==> src/rtl/to_serial_stream.sv <==
// to_serial_stream: multi-channel parallel-to-serial converter.
// Each accepted word (NO_CH channels of BW_IN bits) is emitted as NO_CYC
// slices of BW_OUT bits per channel, all channels in lockstep. A one-word
// holding buffer lets back-to-back words stream out without a bubble.
// Words are zero-padded to NO_CYC*BW_OUT bits so padding lands in the last slice.
module to_serial_stream #(
  parameter int NO_CH     = 10,
  parameter int BW_IN     = 8,
  parameter int BW_OUT    = 2,
  parameter bit MSB_FIRST = 1'b0
) (
  input  logic                           clk,
  input  logic                           rst,
  input  logic                           vld_in,
  output logic                           rdy_in,
  input  logic [NO_CH-1:0][BW_IN-1:0]    data_in,
  output logic                           vld_out,
  input  logic                           rdy_out,
  output logic [NO_CH-1:0][BW_OUT-1:0]   data_out,
  output logic                           first_out,
  output logic                           last_out
);

  localparam int NO_CYC = (BW_IN + BW_OUT - 1) / BW_OUT;
  localparam int PW     = NO_CYC * BW_OUT;
  localparam int CW     = (NO_CYC > 1) ? $clog2(NO_CYC) : 1;
  localparam logic [CW-1:0] LAST_CNT = CW'(NO_CYC - 1);

  typedef logic [NO_CH-1:0][PW-1:0]    shift_t;
  typedef logic [NO_CH-1:0][BW_IN-1:0] word_t;

  // Place each channel word so that the padding zeros end up in the final slice.
  function automatic shift_t pad_word(input word_t w);
    shift_t p;
    p = '0;
    for (int c = 0; c < NO_CH; c++) begin
      if (MSB_FIRST) p[c][PW-1 -: BW_IN] = w[c];
      else           p[c][BW_IN-1:0]     = w[c];
    end
    return p;
  endfunction

  // Move the next slice into the output end of each channel's shift register.
  function automatic shift_t advance(input shift_t s);
    shift_t r;
    r = '0;
    for (int c = 0; c < NO_CH; c++) begin
      if (MSB_FIRST) r[c] = s[c] << BW_OUT;
      else           r[c] = s[c] >> BW_OUT;
    end
    return r;
  endfunction

  logic            active, active_n;
  logic [CW-1:0]   cnt, cnt_n;
  logic            hold_vld, hold_vld_n;
  word_t           hold_data, hold_data_n;
  shift_t          sh, sh_n;
  logic            accept, slice_hs;

  assign accept   = vld_in && rdy_in;
  assign slice_hs = active && rdy_out;

  // Next-state: advance on a slice handshake, refill from hold or input at word end.
  always_comb begin
    active_n    = active;
    cnt_n       = cnt;
    hold_vld_n  = hold_vld;
    hold_data_n = hold_data;
    sh_n        = sh;
    if (slice_hs && (cnt == LAST_CNT)) begin
      cnt_n = '0;
      if (hold_vld) begin
        sh_n       = pad_word(hold_data);
        hold_vld_n = 1'b0;
      end else if (accept) begin
        sh_n = pad_word(data_in);
      end else begin
        active_n = 1'b0;
      end
    end else begin
      if (slice_hs) begin
        sh_n  = advance(sh);
        cnt_n = cnt + CW'(1);
      end
      if (accept) begin
        if (!active) begin
          sh_n     = pad_word(data_in);
          active_n = 1'b1;
          cnt_n    = '0;
        end else begin
          hold_data_n = data_in;
          hold_vld_n  = 1'b1;
        end
      end
    end
  end

  // State registers; rdy_in is registered from the next hold state so it stays low in reset.
  always_ff @(posedge clk or negedge rst) begin
    if (!rst) begin
      active    <= 1'b0;
      cnt       <= '0;
      hold_vld  <= 1'b0;
      hold_data <= '0;
      sh        <= '0;
      rdy_in    <= 1'b0;
    end else begin
      active    <= active_n;
      cnt       <= cnt_n;
      hold_vld  <= hold_vld_n;
      hold_data <= hold_data_n;
      sh        <= sh_n;
      rdy_in    <= !hold_vld_n;
    end
  end

  // Present the slice sitting at the output end of each shift register.
  always_comb begin
    data_out = '0;
    for (int c = 0; c < NO_CH; c++) begin
      if (MSB_FIRST) data_out[c] = sh[c][PW-1 -: BW_OUT];
      else           data_out[c] = sh[c][BW_OUT-1:0];
    end
  end

  assign vld_out   = active;
  assign first_out = active && (cnt == '0);
  assign last_out  = active && (cnt == LAST_CNT);

endmodule
==> config.mk <==
export PLATFORM = sky130hd
export DESIGN_NAME = to_serial_stream
export DESIGN_NICKNAME = d
export VERILOG_FILES = /design/src/rtl/to_serial_stream.sv
export SDC_FILE = /design/constraint.sdc
export NUM_CORES = 1
export LEC_CHECK = 0
export ABC_AREA = 1
export CAP_MARGIN = 0
export CORE_MARGIN = 3
export CORE_UTILIZATION = 41
export CTS_CLUSTER_DIAMETER = 30
export DETAILED_ROUTE_END_ITERATION = 12
export PLACE_DENSITY = 0.67
export SYNTH_ARGS = -nofsm -noshare
export SYNTH_HDL_FRONTEND = slang
export SYNTH_SLANG_ARGS = --single-unit
==> constraint.sdc <==
create_clock -name clk -period 1.7 [get_ports clk]
set_input_delay 0.34 -clock clk [delete_from_list [all_inputs] [get_ports clk]]
set_output_delay 0.34 -clock clk [all_outputs]
set_load 0.1 [all_outputs]
# ---- Word level (Yosys, flattened, before mapping)
# Index checks and enable logic that the tools add are counted.
dict set report word_totals {
  register_bits 165
  word_cells 57
  output_inout_bits 24
  in_bits 84
}
dict set report classes {
  n_mux 17
  n_reduce_logical 10
  n_bitwise 1
  eq_ne 4
  addsub 1
}
# cell count
set op_table {}
lappend op_table {{$mux 80} 6}
lappend op_table {{$mux 2} 4}
lappend op_table {{$mux 1} 7}
lappend op_table {{$reduce_and 3->1} 2}
lappend op_table {{$logic_and 1x1->1} 5}
lappend op_table {{$ne 2x2->1 const B} 2}
lappend op_table {{$ne 3x3->1 const B} 1}
lappend op_table {{$add 2x1->2 const B} 1}
lappend op_table {{$eq 2x2->1 const B} 1}
lappend op_table {{$logic_not 2->1} 1}
lappend op_table {{$reduce_bool 2->1} 1}
lappend op_table {{$logic_not 1->1} 1}
lappend op_table {{$not 1->1} 1}

# ---- Longest topological paths before layout
dict set report logic_depth {
  ltp_word 5
  ltp_mapped 10
  depth_no_buf 8
}

# ---- Worst setup path after synthesis
# No wires, ideal clock.
dict set report synth_timing {
  path_type {reg-to-output}
  start {register active, in the netlist vld_out}
  end {output port first_out}
  n_path_buf 1
  arrival_ps 1871
  path_slack_ps -511
  required_ps 1360
  path_stages_with_launch 4
  cell_sequence {dfrtp_1 > buf_4 > nand2_1 > inv_1}
}
dict set report synth_between {
  elab_chain_cells 1
}
# item line
set synth_lines {}
lappend synth_lines {{start, declared} 54} ;# logic active, active_n;
lappend synth_lines {{start signal, assigned} 109} ;# active <= active_n;
lappend synth_lines {{$logic_and 1x1->1} 128} ;# assign first_out = active && (cnt == '0);
lappend synth_lines {{end, declared} 20} ;# output logic first_out,
# No other way between the ends.

# ---- Worst setup path in the final report
dict set report layout_timing {
  start {register cnt[1]}
  end {output port last_out}
}
dict set report layout_between {
  elab_chain_cells 2
}
# item line
set layout_lines {}
lappend layout_lines {{start, declared} 55} ;# logic [CW-1:0] cnt, cnt_n;
lappend layout_lines {{start signal, assigned} 110} ;# cnt <= cnt_n;
lappend layout_lines {{$eq 2x2->1} 129} ;# assign last_out = active && (cnt == LAST_CNT);
lappend layout_lines {{$logic_and 1x1->1} 129}
lappend layout_lines {{end, declared} 21} ;# output logic last_out
# No other way between the ends.

==> results.txt <==
Result of the run: finished, violations left
Failing checks: negative setup slack
Count of mapped cells out of synthesis: 1478
Clock Sink Count: 165
Antenna violations before repair: 0
Final cell count without fillers: 1887
Worst Slack Setup Final: -0.0226 ns
Area growth from synthesis to layout: 26.2%
Post-placement cell count: 1840
Total area of multi-input combinational cells: 3890 µm²
Mean number of vias per cell: 4.66
First-pass GRT wire length: 41.3 mm
Final max-slew violation count: 0
Pleak: 6.42 nW
Flops & latches, synth: 165
Final count of hold timing violations: 0
First-iteration detailed-routing DRC count: 638
Worst Path Buf+Inv: 2
Library cell contributing the largest single delay on the critical path: sky130_fd_sc_hd__dfrtp_1
Relative slew slack: 65.0%
Detailed-routing iteration count for the pre-antenna-repair pass: 6
Number of buffers inserted during clock tree synthesis: 17
Starting Density: 42.3%
Cell at the root of the clock tree: sky130_fd_sc_hd__clkbuf_16
Die width: 160 µm
Final period utilization: 101%
Number of synthesized flops with an enable pin: 0
Top cells by count, synth: 669 x sky130_fd_sc_hd__nand2_1, 285 x sky130_fd_sc_hd__inv_1, 165 x sky130_fd_sc_hd__dfrtp_1, 120 x sky130_fd_sc_hd__nand3_1, 109 x sky130_fd_sc_hd__o21ai_0
Share of synthesized area occupied by flip-flops and latches: 42.4%
Std cell rows: 55
Cell types with the largest area share after synthesis: sky130_fd_sc_hd__dfrtp_1 42%, sky130_fd_sc_hd__nand2_1 26%, sky130_fd_sc_hd__inv_1 11%
Maximum number of pins on one net before global-route repair: 62
Path class of the lowest-slack min-delay path: primary input to asynchronous set/reset pin
Filler cell count in the final layout: 2269
Summed negative setup slack over all endpoints: -0.0226 ns
Maximum clock frequency: 0.581 GHz
Cell breakdown of the critical path: ha_2, nand2_2, clkinvlp_4, buf_12
Clk buf depth: 2
Drt drc: 0
Max-Cap Viols: 0
Sort of element at the end of the critical path: primary output
Overflow left after global routing: 0
Clock latency on the worst-skew pair: 0.43 ns
Vias in the first global route: 8400
Async set-reset flop share out of synthesis: 100%
Clock period minus worst slack: 1.72 ns
Number of endpoints failing setup at the final stage: 1
CTS tree: done
Number of warnings issued by yosys: 0
Placeable Area: 23000 µm²
Number of nets in the finished design: 1649
Post-detailed-route count of antenna-violating nets: 0
Worst Path Max Fanout: 2
Arrival time at the worst endpoint: 1.38 ns
Startpoint Class: flip-flop
DP Wirelength: 15.1 mm
Tightest Pin Transition: 0.524 ns
Average wire length per cell after detail routing: 13.5 µm
Most frequent cell after synthesis: sky130_fd_sc_hd__nand2_1
Netlist area before placement: 9730 µm²
GRT Overall Usage: 19.5%
GP Congestion: 0.768
Total power density per cell area: 657 nW/µm²
Cell type with the largest total area after synthesis: sky130_fd_sc_hd__dfrtp_1
Number of H-tree levels: 4
Peak supply drop: 0.000539 V
Die span in y: 160 µm
Total wire length after detailed routing: 25.4 mm
Number of port buffers: 107
Required time at the worst-slack endpoint: 1.36 ns
Highest cell delay on the worst timing path: 0.39 ns
Avg Cell Area, Syn: 6.58 µm²
Layout cells sized above 1: 8.39%
Number of nets in the synthesized netlist: 1564
Top_reg_cell synth: sky130_fd_sc_hd__dfrtp_1
Setup repair after global routing missed its margin: true
Antenna Diode Count: 0
Number of distinct standard cells referenced by the synthesized netlist: 23
Vias after detailed routing: 8794
Proportion of netlist area held by the largest area contributor: 42.4%
Cell class contributing the biggest share of worst-path delay: flip-flops
Clock-pin slew of the registers on the worst-case setup and hold paths: 0.07 ns
Crit Path Class: flip-flop to primary output
Skew final: 0.0103 ns
Total Die Area: 25600 µm²
Total power consumption of the routed design: 8.06 mW
Combined flip-flop and latch cell area: 4140 µm²
IO Count: 108
-- layer usage --
metal	vias up	part of all wire (%)	GRT usage [%]
li1	4498	-	-
met1	4042	45	25.0
met2	221	49	34.0
met3	33	4.9	3.48
met4	0	1.7	5.40
met5	-	0	0
-- timing repair --
item,4_1_cts,5_1_grt
setup endpoints to repair,2,113
endpoints found under the hold margin,40,0
pin swaps,2,4
hold buffers,1,0
resized for setup,4,17
buffers inserted,3,5
cloned,0,8
-- cells by family (layout without fill, tap and decap cells) --
group / after synthesis / count (layout) / synth area share [%]
AOI/OAI and AO/OA: 123 / 123 / 6.35
and+or+nand+nor: 797 / 797 / 32.9
adders and majority gates: 2 / 2 / 0.257
xor gates and xnor gates: 1 / 1 / 0.0900
DFF: 165 / 165 / 42.4
buffers and inverters: 390 / 486 / 17.9
-- power by group --
part           internal, mW  switching (mW)  total (mW)
Combinational         0.199           0.198       0.397
Clock                  2.19            1.55        3.74
Sequential             3.93               0        3.93
Total                  6.32            1.75        8.06
-- sequential cells by signal, summed over array words and instances (netlist names) --
| name | count |
|---|---|
| cnt | 2 |
| sh | 60 |
| vld_out | 1 |
| rdy_in | 1 |
| hold_vld | 1 |
| data_out | 20 |
| hold_data | 80 |
-- final cells by class --
| type | instances | share of cell area [%] |
|---|---|---|
| sequential | 165 | 33.7 |
| inverter | 289 | 8.89 |
| clock buffer | 26 | 4.15 |
| tap | 313 | 3.19 |
| multi-input combinational | 923 | 31.7 |
| clock inverter | 4 | 0.367 |
| timing repair buffer | 167 | 18.0 |
-- cell usage in the layout (no fill, tap or decap) --
master,count
sky130_fd_sc_hd__nand3_4,2
sky130_fd_sc_hd__buf_16,2
sky130_fd_sc_hd__inv_2,5
sky130_fd_sc_hd__nor3_1,2
sky130_fd_sc_hd__dlygate4sd3_1,1
sky130_fd_sc_hd__clkinvlp_4,2
sky130_fd_sc_hd__nand2_1,665
sky130_fd_sc_hd__inv_1,282
sky130_fd_sc_hd__ha_2,2
sky130_fd_sc_hd__bufinv_16,1
sky130_fd_sc_hd__clkbuf_8,5
sky130_fd_sc_hd__nor2_8,1
sky130_fd_sc_hd__o21ai_1,14
sky130_fd_sc_hd__nand3_1,120
sky130_fd_sc_hd__buf_8,2
sky130_fd_sc_hd__clkbuf_16,23
sky130_fd_sc_hd__xor2_1,1
sky130_fd_sc_hd__o211ai_1,1
sky130_fd_sc_hd__nor2_4,1
sky130_fd_sc_hd__clkinv_2,3
sky130_fd_sc_hd__clkbuf_1,4
sky130_fd_sc_hd__clkdlybuf4s50_1,82
sky130_fd_sc_hd__dfrtp_4,3
sky130_fd_sc_hd__buf_12,45
sky130_fd_sc_hd__dfrtp_1,162
sky130_fd_sc_hd__nand2_2,4
sky130_fd_sc_hd__buf_6,6
sky130_fd_sc_hd__buf_4,23
sky130_fd_sc_hd__o21ai_0,108
sky130_fd_sc_hd__nand2_8,2
-- path summary, 6_finish.rpt --
kind	slack, ns	to	cells past startpoint	startpoint
hold / removal	0.42	hold_data[66]$_DFFE_PN0P_	2	rst
max in group asynchronous	0.64	hold_vld$_DFF_PN0_	3	rst
setup reg to reg	0.06	sh[2]$_DFFE_PN0P_	9	vld_out$_DFFE_PN0P_
min in group clk	0.48	sh[54]$_DFFE_PN0P_	2	sh[54]$_DFFE_PN0P_
setup / recovery	-0.02	last_out	4	cnt[1]$_DFF_PN0_
hold reg to reg	0.48	sh[54]$_DFFE_PN0P_	2	sh[54]$_DFFE_PN0P_
-- per-stage QoR --
step                      util, %  instance area (µm²)  setup slack (ns)  hold slack, ns
after floorplan                 -                 9740            0.0120          0.0444
after global placement       49.6                11400            -0.210           0.324
after detailed placement     49.6                11400            -0.228           0.320
after CTS                    52.2                12000           -0.0309           0.438
after global routing         53.4                12300           -0.0735           0.446
final                        53.4                12300           -0.0226           0.423
No activity file was read; power rests on OpenSTA's default activity.
